[src/rtl/lock_operation_ctrl.sv]
// Operating-mode controller for the digital lock: PIN check, bolt drive,
// auto-lock / door-beep / lockout timers and the setup-block handshake.
module lock_operation_ctrl #(
  parameter int unsigned TICKS_PER_SEC = 50_000_000,
  parameter int unsigned MAX_FAILS     = 3,
  parameter int unsigned LOCKOUT_S     = 30
) (
  input  logic        clk,
  input  logic        rst,
  input  logic        i_pin_valid,
  input  logic [15:0] i_pin_code,
  input  logic        i_setup_key,
  input  logic        i_door_open,
  input  logic [63:0] i_pin_table,
  input  logic [2:0]  i_cfg_pin_en,
  input  logic        i_cfg_bip_on,
  input  logic [6:0]  i_cfg_bip_time,
  input  logic [6:0]  i_cfg_lock_time,
  input  logic        i_setup_end,
  output logic        o_setup_on,
  output logic        o_lock_engaged,
  output logic        o_bip,
  output logic        o_lockout_active,
  output logic        o_intrusion,
  output logic        o_disp_sel,
  output logic [6:0]  o_time_left
);

  localparam int unsigned PW = (TICKS_PER_SEC > 1) ? $clog2(TICKS_PER_SEC) : 1;
  localparam int unsigned TW = 7;
  localparam int unsigned FW = 3;

  typedef enum logic [2:0] {
    S_LOCKED    = 3'd0,
    S_UNLOCKED  = 3'd1,
    S_DOOR_OPEN = 3'd2,
    S_LOCKOUT   = 3'd3,
    S_SETUP_REQ = 3'd4,
    S_SETUP_ACK = 3'd5
  } state_t;

  state_t          r_state;
  logic [PW-1:0]   r_presc;
  logic [TW-1:0]   r_timer;
  logic [FW-1:0]   r_fail_cnt;

  state_t          w_state_nxt;
  logic [PW-1:0]   w_presc_nxt;
  logic [TW-1:0]   w_timer_nxt;
  logic [FW-1:0]   w_fail_nxt;
  logic [FW-1:0]   w_fail_inc;
  logic            w_load;
  logic            w_sec_tick;
  logic            w_digits_ok;
  logic            w_hit;
  logic            w_match;
  logic [3:0]      w_entry_en;

  function automatic logic [TW-1:0] clamp_cfg(input logic [TW-1:0] v);
    if (v < 7'd5)       return 7'd5;
    else if (v > 7'd60) return 7'd60;
    else                return v;
  endfunction

  assign w_sec_tick = (r_presc == PW'(TICKS_PER_SEC - 1));
  assign w_entry_en = {i_cfg_pin_en, 1'b1};
  assign w_fail_inc = r_fail_cnt + FW'(1);

  // Blank/non-decimal digits can never match, even against an equal table entry
  always_comb begin
    w_digits_ok = 1'b1;
    w_hit       = 1'b0;
    for (int d = 0; d < 4; d++) begin
      if (i_pin_code[d*4 +: 4] > 4'd9) w_digits_ok = 1'b0;
    end
    for (int p = 0; p < 4; p++) begin
      if (w_entry_en[p] && (i_pin_table[(3-p)*16 +: 16] == i_pin_code)) w_hit = 1'b1;
    end
    w_match = w_digits_ok & w_hit;
  end

  always_comb begin
    w_state_nxt = r_state;
    w_fail_nxt  = r_fail_cnt;
    w_load      = 1'b0;
    w_timer_nxt = (w_sec_tick && (r_timer != '0)) ? r_timer - TW'(1) : r_timer;
    case (r_state)
      S_LOCKED: begin
        if (i_pin_valid) begin
          if (w_match) begin
            w_state_nxt = S_UNLOCKED;
            w_fail_nxt  = '0;
            w_load      = 1'b1;
            w_timer_nxt = clamp_cfg(i_cfg_lock_time);
          end else if (w_fail_inc == FW'(MAX_FAILS)) begin
            w_state_nxt = S_LOCKOUT;
            w_fail_nxt  = '0;
            w_load      = 1'b1;
            w_timer_nxt = TW'(LOCKOUT_S);
          end else begin
            w_fail_nxt  = w_fail_inc;
          end
        end
      end
      S_UNLOCKED: begin
        if (i_door_open) begin
          w_state_nxt = S_DOOR_OPEN;
          w_load      = 1'b1;
          w_timer_nxt = clamp_cfg(i_cfg_bip_time);
        end else if (r_timer == '0) begin
          w_state_nxt = S_LOCKED;
        end else if (i_setup_key) begin
          w_state_nxt = S_SETUP_REQ;
        end
      end
      S_DOOR_OPEN: begin
        if (!i_door_open) begin
          w_state_nxt = S_UNLOCKED;
          w_load      = 1'b1;
          w_timer_nxt = clamp_cfg(i_cfg_lock_time);
        end
      end
      S_LOCKOUT:   if (r_timer == '0) w_state_nxt = S_LOCKED;
      S_SETUP_REQ: if (!i_setup_end)  w_state_nxt = S_SETUP_ACK;
      S_SETUP_ACK: if (i_setup_end)   w_state_nxt = S_LOCKED;
      default:     w_state_nxt = S_LOCKED;
    endcase
    if (!(w_state_nxt inside {S_UNLOCKED, S_DOOR_OPEN, S_LOCKOUT})) w_timer_nxt = '0;
    w_presc_nxt = (w_load || w_sec_tick) ? '0 : r_presc + PW'(1);
  end

  // Outputs are registered from the next-state values so they line up with r_state
  always_ff @(posedge clk or posedge rst) begin
    if (rst) begin
      r_state          <= S_LOCKED;
      r_presc          <= '0;
      r_timer          <= '0;
      r_fail_cnt       <= '0;
      o_setup_on       <= 1'b0;
      o_lock_engaged   <= 1'b1;
      o_bip            <= 1'b0;
      o_lockout_active <= 1'b0;
      o_intrusion      <= 1'b0;
      o_disp_sel       <= 1'b0;
      o_time_left      <= '0;
    end else begin
      r_state          <= w_state_nxt;
      r_presc          <= w_presc_nxt;
      r_timer          <= w_timer_nxt;
      r_fail_cnt       <= w_fail_nxt;
      o_setup_on       <= (w_state_nxt == S_SETUP_REQ);
      o_lock_engaged   <= (w_state_nxt inside {S_LOCKED, S_LOCKOUT});
      o_bip            <= (w_state_nxt == S_DOOR_OPEN) && (w_timer_nxt == '0) && i_cfg_bip_on;
      o_lockout_active <= (w_state_nxt == S_LOCKOUT);
      o_intrusion      <= i_door_open && (w_state_nxt inside {S_LOCKED, S_LOCKOUT});
      o_disp_sel       <= (w_state_nxt inside {S_SETUP_REQ, S_SETUP_ACK});
      o_time_left      <= w_timer_nxt;
    end
  end

endmodule

[config.mk]
export PLATFORM = sky130hd
export DESIGN_NAME = lock_operation_ctrl
export DESIGN_NICKNAME = d
export VERILOG_FILES = /design/src/rtl/lock_operation_ctrl.sv
export SDC_FILE = /design/constraint.sdc
export NUM_CORES = 1
export LEC_CHECK = 0
export CAP_MARGIN = 25
export CELL_PAD_IN_SITES_DETAIL_PLACEMENT = 1
export CELL_PAD_IN_SITES_GLOBAL_PLACEMENT = 1
export CORE_AREA = 3 3 107 109
export CTS_CLUSTER_SIZE = 20
export DETAILED_ROUTE_END_ITERATION = 8
export DIE_AREA = 0 0 110 112
export HOLD_SLACK_MARGIN = 0.02
export PLACE_DENSITY = 0.81
export SYNTH_ARGS = -nofsm -noshare
export SYNTH_HDL_FRONTEND = slang
export SYNTH_SLANG_ARGS = --single-unit
export TNS_END_PERCENT = 50
[constraint.sdc]
create_clock -name clk -period 2.9 [get_ports clk]
set_clock_uncertainty 0.1 [all_clocks]
set_input_delay 0.58 -clock clk [delete_from_list [all_inputs] [get_ports clk]]
set_output_delay 0.58 -clock clk [all_outputs]
set_load 0.02 [all_outputs]
==> results <==
- The number of hold buffers added after CTS was 0.
- The number of iterations in the first detailed-routing pass is 4.
- Using the TritonRoute via totals, the vias-per-cell ratio works out to 5.25.
- Detailed routing placed a total of 7.77 mm of wire on met2.
- The largest net degree at the start of global routing is 46.
- The total of max-cap violations is 0.
- The wire length on met3 is 744 um.
- The clock reaches the later pin of the worst-skew pair after 0.30 ns.
- In this design, the stage delay of the slowest critical-path cell is 0.41 ns.
- In this run the cell area of the synthesized design comes to 3600 um2.
- The number of placement rows is 38.
- The capture endpoint of the worst hold path is r_presc[0].
- The count of flip-flops with a built-in enable after synthesis is 0.
- The hold path startpoint is r_presc[0].
- The most common cell type on the critical path is sky130_fd_sc_hd__buf_4.
- The post-route minimum period is 3.10 ns.
- Of the total power, the share spent switching nets is 0.411.
- In the finished design, the share of the clock period the worst path needs comes to 1.07.
- After detailed routing, the number of remaining DRC violations is 0.
- Derived from the worst setup path, the maximum achievable clock frequency is 323 MHz.
- The switching power is 1.39 mW.
- The routed wire length is 14.5 mm.
- The worst hold path passes through 2 cells.
- STA classifies the critical path startpoint as an input port.
- 0 antenna diodes ended up in the layout.
- The initial utilization of the core area, before any placement, comes to 0.337.
- The number of global-route vias before repair came to 4264.
- Counting every net in the synthesized netlist gives 544.
- The reg-to-reg critical path endpoint is o_bip.
- The iteration-0 DRC count of the detailed router is 202.
- The number of top-level design ports is 117.
- The core region is 10700 um2.
- The die covers 12300 um2.
- For this run the aggregate overflow at the end of global routing stands at 0.
- In this run the top signal layer used is met4.
- The total number of nets in the final design is 716.
- In the layout the commonest cells are sky130_fd_sc_hd__xor2_1 (69), sky130_fd_sc_hd__buf_4 (61), sky130_fd_sc_hd__nor2_1 (55).
- The number of failing hold endpoints at the final stage is 0.
- The die width is 110 um.
- The number of different library cells in the post-synthesis netlist is 59.
- For this run, the leading register cell type out of synthesis is sky130_fd_sc_hd__dfrtp_1.
- After synthesis, the share of flip-flops with an asynchronous set or reset is 1.00.
- The global router's overall resource usage is 0.221.
- The internal power is 2.00 mW.
- The power density over cell area is 591 nW/um2.
- Across all register-to-register paths, the minimum setup slack is 0 ns.
- Dividing the detail-routed wire length by the instance count gives 19.4 um.
- The longest clock path from root to sink contains 2 buffers.
- The placed instances occupy a cell area of 5220 um2.
- The relative area change from synthesis to final layout is 59.5%.
- The top fanout value on the critical path is 3.
- The share of total power in sequential cells is 0.244.
- The peak supply drop is 0.294 mV.
- The top cell family by delay on the critical path is simple AND/OR/NAND/NOR gates.
- After layout, the worst setup slack is -0.198 ns.
- CTS saw 45 sinks.
- The max-slew violation count is 0.
- The share of total power dissipated in combinational logic is 0.617.
- The placed wire-length estimate after detailed placement is 10.6 mm.
- In the final layout, the share of cells above drive strength 1 is 0.230.
- The worst relative slew slack is 0.347.
- For this run, the register share of the synthesized area comes to 0.313.
- For this design, the slowest cell found on the critical path is sky130_fd_sc_hd__clkdlybuf4s50_1.
- The CTS H-tree depth is 2.
- During synthesis, Yosys emitted a total of 0 warnings.
- The number of buffers inserted by port buffering is 116.
- The path class of the tightest hold or removal check is register to register.
- In the final routing, the length of wire on met1 measures 5.80 mm.
- Measured in cells, the most critical reg-to-reg path has a length of 11.
- For this design the static power due to leakage is 2.73 nW.
- The critical path is of the input port to register type.
- Setup repair after global routing could not meet its margin everywhere.
- The CTS buffer count is 5.
- The category of the worst setup path capture point is a register.
- The final reports fail on setup timing.
- The flow ran to the end, but the final reports show violations.
- The CTS tree is done.
- After synthesis, the mean cell area works out to 8.28 um2.
- Leaving out fill and tap cells, the most frequent cell in the layout is sky130_fd_sc_hd__xor2_1.
- The vertical extent of the die is 112 um.
- The startpoint identified for the worst register-to-register timing path is r_presc[1].
- For this block, the via count after detailed routing is 3929.
- For the worst setup path, the data arrival time is 3.20 ns.
- The clock power share is 0.140.
- The root buffer cell chosen for the clock tree is sky130_fd_sc_hd__clkbuf_8.
- With fillers left out, the area of the finished cells amounts to 5740 um2.
- The number of storage elements in the synthesis netlist is 45.
- The post-detailed-route count of antenna-violating nets is 0.
- The first global-routing pass estimated 21.5 mm of wire.
- The sum of negative setup slack is -0.243 ns.
- For the pin with the worst max-slew slack, the measured transition is 0.972 ns.
- The clock edge transition at the registers on the reported setup and hold paths is 0.08 ns.
- The number of cells produced by synthesis is 435.
- The global placement routability congestion is 0.908.
- In this run the number of cells on the critical path is 13.
- The critical path contains buffers and inverters numbering 4 combined.
- At the worst endpoint, the required time is 3.00 ns.
- Setup violations remaining at the end of the flow were counted as 11.
- The number of antenna violations at the first check in global routing was 0.
- Traced cell by cell, the critical path runs through clkdlybuf4s50_1 -> xor2_1 -> nor4_2 -> nand4_1 -> buf_4 -> o211ai_1 -> buf_4 -> buf_4 -> o21ai_1 -> a21oi_1 -> nor3_1 -> or3b_4 -> nor4_2.
## worst register-to-register path, stage by stage (launching register included)
cell                       delay, ns
sky130_fd_sc_hd__dfrtp_1        0.37
sky130_fd_sc_hd__ha_2           0.19
sky130_fd_sc_hd__and3_4         0.20
sky130_fd_sc_hd__nand4_1        0.14
sky130_fd_sc_hd__buf_6          0.17
sky130_fd_sc_hd__nor4_4         0.36
sky130_fd_sc_hd__xnor2_2        0.19
sky130_fd_sc_hd__nand2b_4       0.17
sky130_fd_sc_hd__a22oi_2        0.05
sky130_fd_sc_hd__o311a_1        0.34
sky130_fd_sc_hd__or3b_4         0.39
sky130_fd_sc_hd__nor4_2         0.15
## cell type report
cell class                      instances  area, um2
Clock buffer                            6       72.6
Clock inverter                          2       35.0
Fill cell                            1259       4960
Inverter                               17       63.8
Multi-Input combinational cell        354       2580
Sequential cell                        45       1130
Tap cell                              140        175
Timing Repair Buffer                  184       1690
## state kept, by name, indices dropped and copies added, names as in the netlist, 3 cells and up
signal and count:
r_fail_cnt 3, r_presc 26, r_state 3, r_timer 7
## logic make-up after synthesis
logic type	synth area share
buf+inv	0.0452
simple gates	0.268
xor+xnor	0.226
mux	0.00278
compound gates	0.128
flops	0.313
fa+ha+maj	0.0174
## routing by layer
layer | track usage | up-vias
met5 | 0 | -
met4 | 0.0424 | 0
met3 | 0.0348 | 18
met2 | 0.410 | 137
met1 | 0.266 | 1918
li1 | - | 1856
## stage by stage
| stage | power [mW] | std cells | hold slack, ns | setup WS (ns) | util |
|---|---|---|---|---|---|
| after floorplan | 1.75 | 435 | 0.355 | 0.164 | - |
| after global placement | 2.54 | 721 | 0.401 | -0.801 | 0.488 |
| after detailed placement | 2.61 | 721 | 0.433 | -0.860 | 0.488 |
| after CTS | 3.32 | 740 | 0.452 | -0.0454 | 0.516 |
| after global routing | 3.61 | 748 | 0.478 | -0.306 | 0.537 |
| final | 3.39 | 748 | 0.448 | -0.198 | 0.537 |
## power by group through the flow
| stage | clock network (mW) | registers, mW | logic, mW |
|---|---|---|---|
| 2_1_floorplan | 0 | 0.888 | 0.863 |
| 3_5_place_dp | 0 | 0.839 | 1.77 |
| 4_1_cts | 0.485 | 0.826 | 2.01 |
| 3_3_place_gp | 0 | 0.831 | 1.71 |
| 6_report | 0.474 | 0.826 | 2.09 |
| 5_1_grt | 0.515 | 0.841 | 2.25 |
## timing repair
action,in CTS,in global routing
gates cloned,2,1
setup buffers,9,8
resized for setup,81,93
pin swaps,20,22
endpoints found under the setup margin,37,35
## how the worst max path moves through the flow
stage	startpoint	endpoint
5_1_grt	i_pin_table[51]	o_bip
3_3_place_gp	i_pin_code[3]	r_timer[1]
6_report	i_pin_table[51]	o_bip
4_1_cts	i_pin_code[13]	o_bip
3_5_place_dp	i_pin_code[6]	o_bip
2_1_floorplan	i_pin_code[1]	o_bip
## Yosys cell counts (all sizes together), types with 7 or more instances
master | n | area, um2
nor2 | 57 | 216
o21ai | 20 | 100
dfrtp | 44 | 1100
o211ai | 7 | 52.6
nand2 | 26 | 97.6
nor3 | 18 | 90.1
buf | 13 | 76.3
nor4 | 17 | 128
a21oi | 15 | 75.1
nand3 | 24 | 120
inv | 17 | 63.8
xor2 | 78 | 683
and3 | 9 | 56.3
xnor2 | 15 | 131
Note: power is estimated with default switching activity, not from simulation.
